===== src/rtl/rr_mux_arbiter.sv =====
// Round-robin arbiter steering one of N requesters through an N:1 mux
// into a single registered output stage with a valid/ready handshake
// toward one downstream consumer.
`timescale 1ns/1ps

module rr_mux_arbiter #(
    parameter int N   = 4,
    parameter int W   = 8,
    parameter int IDW = $clog2(N)
) (
    input  logic             clk,
    input  logic             rst,
    input  logic [N-1:0]     req_vld,
    input  logic [N*W-1:0]   req_data,
    output logic [N-1:0]     req_rdy,
    output logic             out_vld,
    output logic [W-1:0]     out_data,
    output logic [IDW-1:0]   out_id,
    input  logic             out_rdy
);

    // Last-granted requester; the search for the next winner starts just after it.
    logic [IDW-1:0] ptr;

    logic           load_en;
    logic           found;
    logic [IDW-1:0] winner;
    logic [IDW:0]   cand;
    logic [W-1:0]   sel_data;
    logic           take;

    // Output stage can accept a new item when empty or being drained this cycle.
    assign load_en = !out_vld || out_rdy;

    // Rotating priority search: (ptr+1) mod N first, wrapping around, ptr last.
    // The extra index bit keeps ptr+k from overflowing before the modulo-N fold,
    // so non-power-of-two N never visits an unused index code.
    always_comb begin
        found  = 1'b0;
        winner = '0;
        cand   = '0;
        for (int k = 1; k <= N; k++) begin
            cand = {1'b0, ptr} + (IDW+1)'(k);
            if (cand >= (IDW+1)'(N))
                cand = cand - (IDW+1)'(N);
            if (!found && req_vld[cand[IDW-1:0]]) begin
                found  = 1'b1;
                winner = cand[IDW-1:0];
            end
        end
    end

    // Data mux and per-requester ready; ready is one-hot on the winner, zero in reset.
    always_comb begin
        sel_data = '0;
        req_rdy  = '0;
        for (int i = 0; i < N; i++) begin
            if (winner == IDW'(i)) begin
                sel_data   = req_data[i*W +: W];
                req_rdy[i] = !rst && load_en && found;
            end
        end
    end

    assign take = !rst && load_en && found;

    // ---- output register stage: load granted item, or drain to empty ----
    always_ff @(posedge clk) begin
        if (rst) begin
            out_vld  <= 1'b0;
            out_data <= '0;
            out_id   <= '0;
            ptr      <= IDW'(N-1);
        end else if (take) begin
            out_vld  <= 1'b1;
            out_data <= sel_data;
            out_id   <= winner;
            ptr      <= winner;
        end else if (out_rdy) begin
            out_vld  <= 1'b0;
        end
    end

endmodule


===== config.mk =====
export PLATFORM = sky130hd
export DESIGN_NAME = rr_mux_arbiter
export DESIGN_NICKNAME = d
export VERILOG_FILES = /design/src/rtl/rr_mux_arbiter.sv
export SDC_FILE = /design/constraint.sdc
export NUM_CORES = 1
export LEC_CHECK = 0
export BUFFER_PORTS_ARGS = -buffer_cell sky130_fd_sc_hd__buf_2
export CORE_MARGIN = 4
export CORE_UTILIZATION = 45
export DETAILED_ROUTE_END_ITERATION = 8
export PLACE_DENSITY_LB_ADDON = 0.3
export SYNTH_ARGS = -nofsm -noshare
export SYNTH_HDL_FRONTEND = slang
export SYNTH_SLANG_ARGS = --single-unit

===== constraint.sdc =====
create_clock -name clk -period 4.4 [get_ports clk]
set_clock_uncertainty 0.1 [all_clocks]
set_input_delay 0.88 -clock clk [delete_from_list [all_inputs] [get_ports clk]]
set_output_delay 0.88 -clock clk [all_outputs]
set_load 0.005 [all_outputs]

==> impl_metrics.yaml, run 1 <==
status:
  status: "completed"
synth:
  yosys.cell_count.top_type: "dfxtp_1"
  yosysWarnings: 0
  syn-num-nets: 144
  synth-seq-cells: 13
  ys_types: 29
  synth_top_area_share: 0.302
  synth_common_cells: "dfxtp_1, mux2i_1, nand3_1, o21ai_0"
  ys_seq_area_frac: 0.302
  async_flop_share: 0
  synth_ff_type: "dfxtp_1"
  syn_area_um2: 862
  netlist_instances: 105
  postSynthAreaPerCell_um2: 8.21
  synth_edf_count: 0
  netlist.top_cell.by_area: "dfxtp_1"
  synth.top_cells.by_area: "dfxtp_1, mux2i_1, and4_1, nand3_1, a31oi_1"
worst_setup_path:
  worst_setup_path_end_kind: "output pin"
  cp_data_required_time_ns: 3.42
  rr_worst_depth: 5
  cp_max_fo: 12
  crit_path_start_kind: "primary input"
  r2r_slack_ns: 2.28
  criticalPathCategory: "primary input to output pin"
  worstPathArrival_ns: 2.24
cts:
  ctsResizeCount: 0
  clk_path_buf_depth: 2
  root_buffer: "clkbuf_4"
  cts_sinks: 13
  cts_setup_buffers: 0
  clock_latency_ns: 0.27
  tritoncts: "built"
  clk_pin_slew_ns: 0.08
  cts-htree-levels: 1
  hold_buffers: 0
  numCtsBuffers: 3
floorplan:
  die_x_um: 51.8
  fp.dieArea_um2: 2680
  io_pins: 54
  rows: 15
  start_util: 0.489
  core_area_um2: 1760
  die_h_um: 51.8
finish:
  fin_util: 0.657
  fin_nets: 197
  areaGrowthSynthToFinish_pct: 34.5
  finalNonFillerCells: 182
  n_antenna_cell: 0
  drive_gt1_frac: 0.401
placed_design:
  dp_cells: 178
  hpwl_um: 1940
  portBuffers: 53
  post-place-ws_ns: 1.22
  routabilityCongestion: 0.780
grt:
  gr-usage-met1: 0.250
  grt_pass1_vias: 947
  met3_usage: 0.0372
  antenna_found_initial: 0
  grt_overflow: 0
  grt.busiest_layer: "met2"
  track_usage: 0.193
  grt_use_met2: 0.311
  grt_max_degree: 14
  grt_pass1_wl_um: 3990
worst_hold_path:
  hold_depth: 2
  holdCritPathClass: "register to register"
sta:
  period_share: 0.733
  fin_setup_tns_ns: 0
  setup_viol: 0
  final.min_clock_period_ns: 3.22
  slew_viol_final: 0
  timing.fmax_mhz: 310
  timing.slew.headroom: 0.309
  tightestPinTransition_ns: 1.03
  hold_viol_final: 0
  worst_slack_ns: 1.18
  rsz0062_at_grt: "false"
pwr:
  p_total_uw: 327
  ir_drop_mv: 0.194
  powerDensity_nw_per_um2: 282
  p_leak_nw: 0.599
routing:
  vias: 1011
  route.antenna.remaining_nets: 0
  routed_via_density: 5.55
  dr.pass1.iters: 4
  wirelength_um: 2410
  drc_errors: 0
  drtIter0Drc: 11
  wl_per_cell_um: 13.2
job:
  maxCapViolations: 0
## stage by stage
| stage | hold WS (ns) | instance area, um^2 |
|---|---|---|
| after global placement | 0.339 | 1130 |
| after detailed placement | 0.341 | 1130 |
| after global routing | 0.365 | 1160 |
| after CTS | 0.353 | 1160 |
| final | 0.351 | 1160 |
| after floorplan | 0.347 | 862 |
## sequential cells by signal, summed over array words and instances (netlist names)
signal,cells
out_vld,1
out_id,2
out_data,8
ptr,2
## worst max-delay path: stages
cell and delay, ns:
buf_2 0.13, o21ai_0 0.81, nand2_1 0.17, nor2_1 0.13
buf_2 0.12
## report_power, final
group / leakage [nW] / internal (mW) / switching, mW
registers: 0.108 / 0.133 / 0.00872
logic: 0.473 / 0.0548 / 0.0586
clock network: 0.0177 / 0.0336 / 0.0379
total: 0.599 / 0.221 / 0.105
## metal layers
metal / wire [um] / vias up
met1: 1070 / 477
met5: 0 / -
met2: 1160 / 35
met4: 17 / 0
li1: - / 497
met3: 149 / 2
## cells by family after synthesis
kind of cell / after synthesis / synth area share
mux: 11 / 0.128
buf+inv: 11 / 0.0566
simple gates: 39 / 0.264
compound gates: 31 / 0.250
flops: 13 / 0.302
## final timing paths
path                               start                        to
setup / recovery              req_vld[3]                req_rdy[0]
hold reg to reg   out_id[1]$_SDFFE_PP0N_    out_id[1]$_SDFFE_PP0N_
hold / removal    out_id[1]$_SDFFE_PP0N_    out_id[1]$_SDFFE_PP0N_
setup reg to reg     ptr[0]$_SDFFE_PP1N_  out_data[4]$_SDFFE_PP0N_
## layout by cell type, fill, tap and decap left out, types with 2 or more instances in the layout
| master | netlist | routed |
|---|---|---|
| a31oi_1 | 6 | 6 |
| nand2_1 | 6 | 6 |
| and4_1 | 5 | 5 |
| nor2_1 | 6 | 6 |
| a21oi_1 | 4 | 4 |
| and2_1 | 2 | 2 |
| o221ai_1 | 3 | 3 |
| nand2b_1 | 3 | 3 |
| mux2i_1 | 11 | 11 |
| nand3_2 | 2 | 2 |
| buf_2 | 0 | 53 |
| dfxtp_1 | 13 | 13 |
| clkbuf_4 | 0 | 3 |
| nand3_1 | 8 | 8 |
| inv_1 | 6 | 6 |
| nor2b_1 | 2 | 2 |
| o21ai_0 | 7 | 7 |
| o211ai_1 | 5 | 5 |
## layout make-up
| type | count | area (um^2) |
|---|---|---|
| Fill cell | 184 | 604 |
| Multi-Input combinational cell | 81 | 553 |
| Timing Repair Buffer | 53 | 265 |
| Sequential cell | 13 | 260 |
| Tap cell | 25 | 31.3 |
| Clock buffer | 3 | 22.5 |
| Inverter | 6 | 22.5 |
| Clock inverter | 1 | 5.00 |
Note: power is estimated with default switching activity, not from simulation.
==> run 2: changes to the inputs <==
--- a/config.mk
+++ b/config.mk
@@ -7,7 +7,7 @@
 export LEC_CHECK = 0
 export BUFFER_PORTS_ARGS = -buffer_cell sky130_fd_sc_hd__buf_2
 export CORE_MARGIN = 4
-export CORE_UTILIZATION = 45
+export CORE_UTILIZATION = 38
 export DETAILED_ROUTE_END_ITERATION = 8
 export PLACE_DENSITY_LB_ADDON = 0.3
 export SYNTH_ARGS = -nofsm -noshare
==> constraint.sdc (replaced) <==
create_clock -name clk -period 2.7 [get_ports clk]
set_clock_uncertainty 0.1 [all_clocks]
set_input_delay 0.54 -clock clk [delete_from_list [all_inputs] [get_ports clk]]
set_output_delay 0.54 -clock clk [all_outputs]
set_load 0.005 [all_outputs]
==> run 2 against run 1 <==
Net effect:
- critical path type unchanged
- total power up 66%
- global-route usage down 3.1 points
- highest routed layer unchanged
- register-to-register slack worse by 1.4 ns
- largest power group unchanged
==> impl_metrics.yaml, run 2 (synthesis results as in run 1) <==
status:
  status: "completed"
sta:
  final.min_clock_period_ns: 2.45
  rsz0062_at_grt: "false"
  timing.fmax_mhz: 409
  slew_viol_final: 0
  setup_viol: 0
  period_share: 0.907
  timing.slew.headroom: 0.708
  hold_viol_final: 0
  finalHoldWorstSlack_ns: 0.365
  fin_setup_tns_ns: 0
  tightestPinTransition_ns: 0.439
finish:
  n_antenna_cell: 0
  fin_nets: 201
  largestRegisters: "out_data (8), out_id (2), ptr (2)"
  top_register: "out_data"
  largest_reg_flops: 8
  layout_commonest_cell: "buf_2"
  areaGrowthSynthToFinish_pct: 38.2
  mostFrequentLayoutCells: "buf_2, dfxtp_1, mux2i_1, nand3_1, o21ai_0"
  drive_gt1_frac: 0.410
grt:
  antenna_found_initial: 0
  grt_pass1_wl_um: 4170
  grt_overflow: 0
  track_usage: 0.162
  grt_pass1_vias: 952
  grt_max_degree: 14
cts:
  cts-htree-levels: 1
  hold_buffers: 0
  clk_pin_slew_ns: 0.07
  ctsResizeCount: 0
  cts_sinks: 13
  clock_latency_ns: 0.26
  root_buffer: "clkbuf_4"
  tritoncts: "built"
  clk_path_buf_depth: 2
  numCtsBuffers: 3
  cts_setup_buffers: 0
worst_setup_path:
  cp_slowest_cell: "or4_4"
  cp_max_fo: 6
  path_cells: "buf_2 > or4_4 > and2_1 > nand3_2 > a21oi_1 > buf_2"
  crit_top_cell: "buf_2"
  cp_data_required_time_ns: 2.06
  worst_setup_path_end_kind: "output pin"
  cpPeakStageDelay_ns: 0.56
  crit_path_start_kind: "primary input"
  criticalPathCategory: "primary input to output pin"
  worstPathArrival_ns: 1.81
pwr:
  powerDensity_nw_per_um2: 454
  ir_drop_mv: 0.265
  p_leak_nw: 0.614
routing:
  drtIter0Drc: 21
  vias: 982
  dr.pass1.iters: 4
  route.antenna.remaining_nets: 0
  routed_via_density: 5.22
  drc_errors: 0
  wirelength_um: 2400
  wl_per_cell_um: 12.8
floorplan:
  core_area_um2: 2060
  fp.dieArea_um2: 3090
  io_pins: 54
  die_h_um: 55.6
  rows: 16
  start_util: 0.418
  die_x_um: 55.6
job:
  maxCapViolations: 0
placed_design:
  hpwl_um: 1930
  portBuffers: 53
  routabilityCongestion: 0.808
worst_hold_path:
  holdCritPathClass: "register to register"
run 2: critical path: cells and delay by family:
| family | cells | cell delay, ns |
|---|---|---|
| and+or+nand+nor | 3 | 0.93 |
| AOI/OAI and AO/OA | 1 | 0.07 |
| buffers and inverters | 2 | 0.26 |
run 2: worst paths after layout:
path	from	end	slack (ns)	cells after the start
worst max-delay path	req_vld[3]	req_rdy[3]	0.25	6
worst min-delay path	out_id[1]$_SDFFE_PP0N_	out_id[1]$_SDFFE_PP0N_	0.37	2
worst max register to register	ptr[0]$_SDFFE_PP1N_	out_data[4]$_SDFFE_PP0N_	0.83	6
worst min register to register	out_id[1]$_SDFFE_PP0N_	out_id[1]$_SDFFE_PP0N_	0.37	2
run 2: power breakdown:
| part | internal, mW | switching, mW |
|---|---|---|
| clock network | 0.0572 | 0.0607 |
| logic | 0.0956 | 0.0963 |
| registers | 0.217 | 0.0145 |
| total | 0.370 | 0.171 |
run 2: cell type report:
type / count / area, um^2
inverters: 6 / 22.5
clock buffers: 4 / 26.3
repair buffers: 57 / 295
flip-flops and latches: 13 / 260
fillers: 207 / 871
multi-input cells: 81 / 553
well taps: 27 / 33.8
run 2: metal layers:
metal  vias to the layer above  GRT usage  part of all wire
met2                        31      0.255              0.46
met5                         -          0                 0
met3                         2     0.0348             0.066
li1                        508          -                 -
met1                       441      0.219              0.46
met4                         0     0.0521            0.0054
run 2: per-stage QoR:
stage	setup slack [ns]	cells	cell area, um^2	total power, mW	utilization
2_1_floorplan	0.605	105	862	0.350	-
3_3_place_gp	0.299	184	1160	0.423	0.565
3_5_place_dp	0.284	184	1160	0.427	0.565
4_1_cts	0.279	188	1190	0.547	0.578
5_1_grt	0.203	188	1190	0.577	0.578
6_report	0.252	188	1190	0.541	0.578
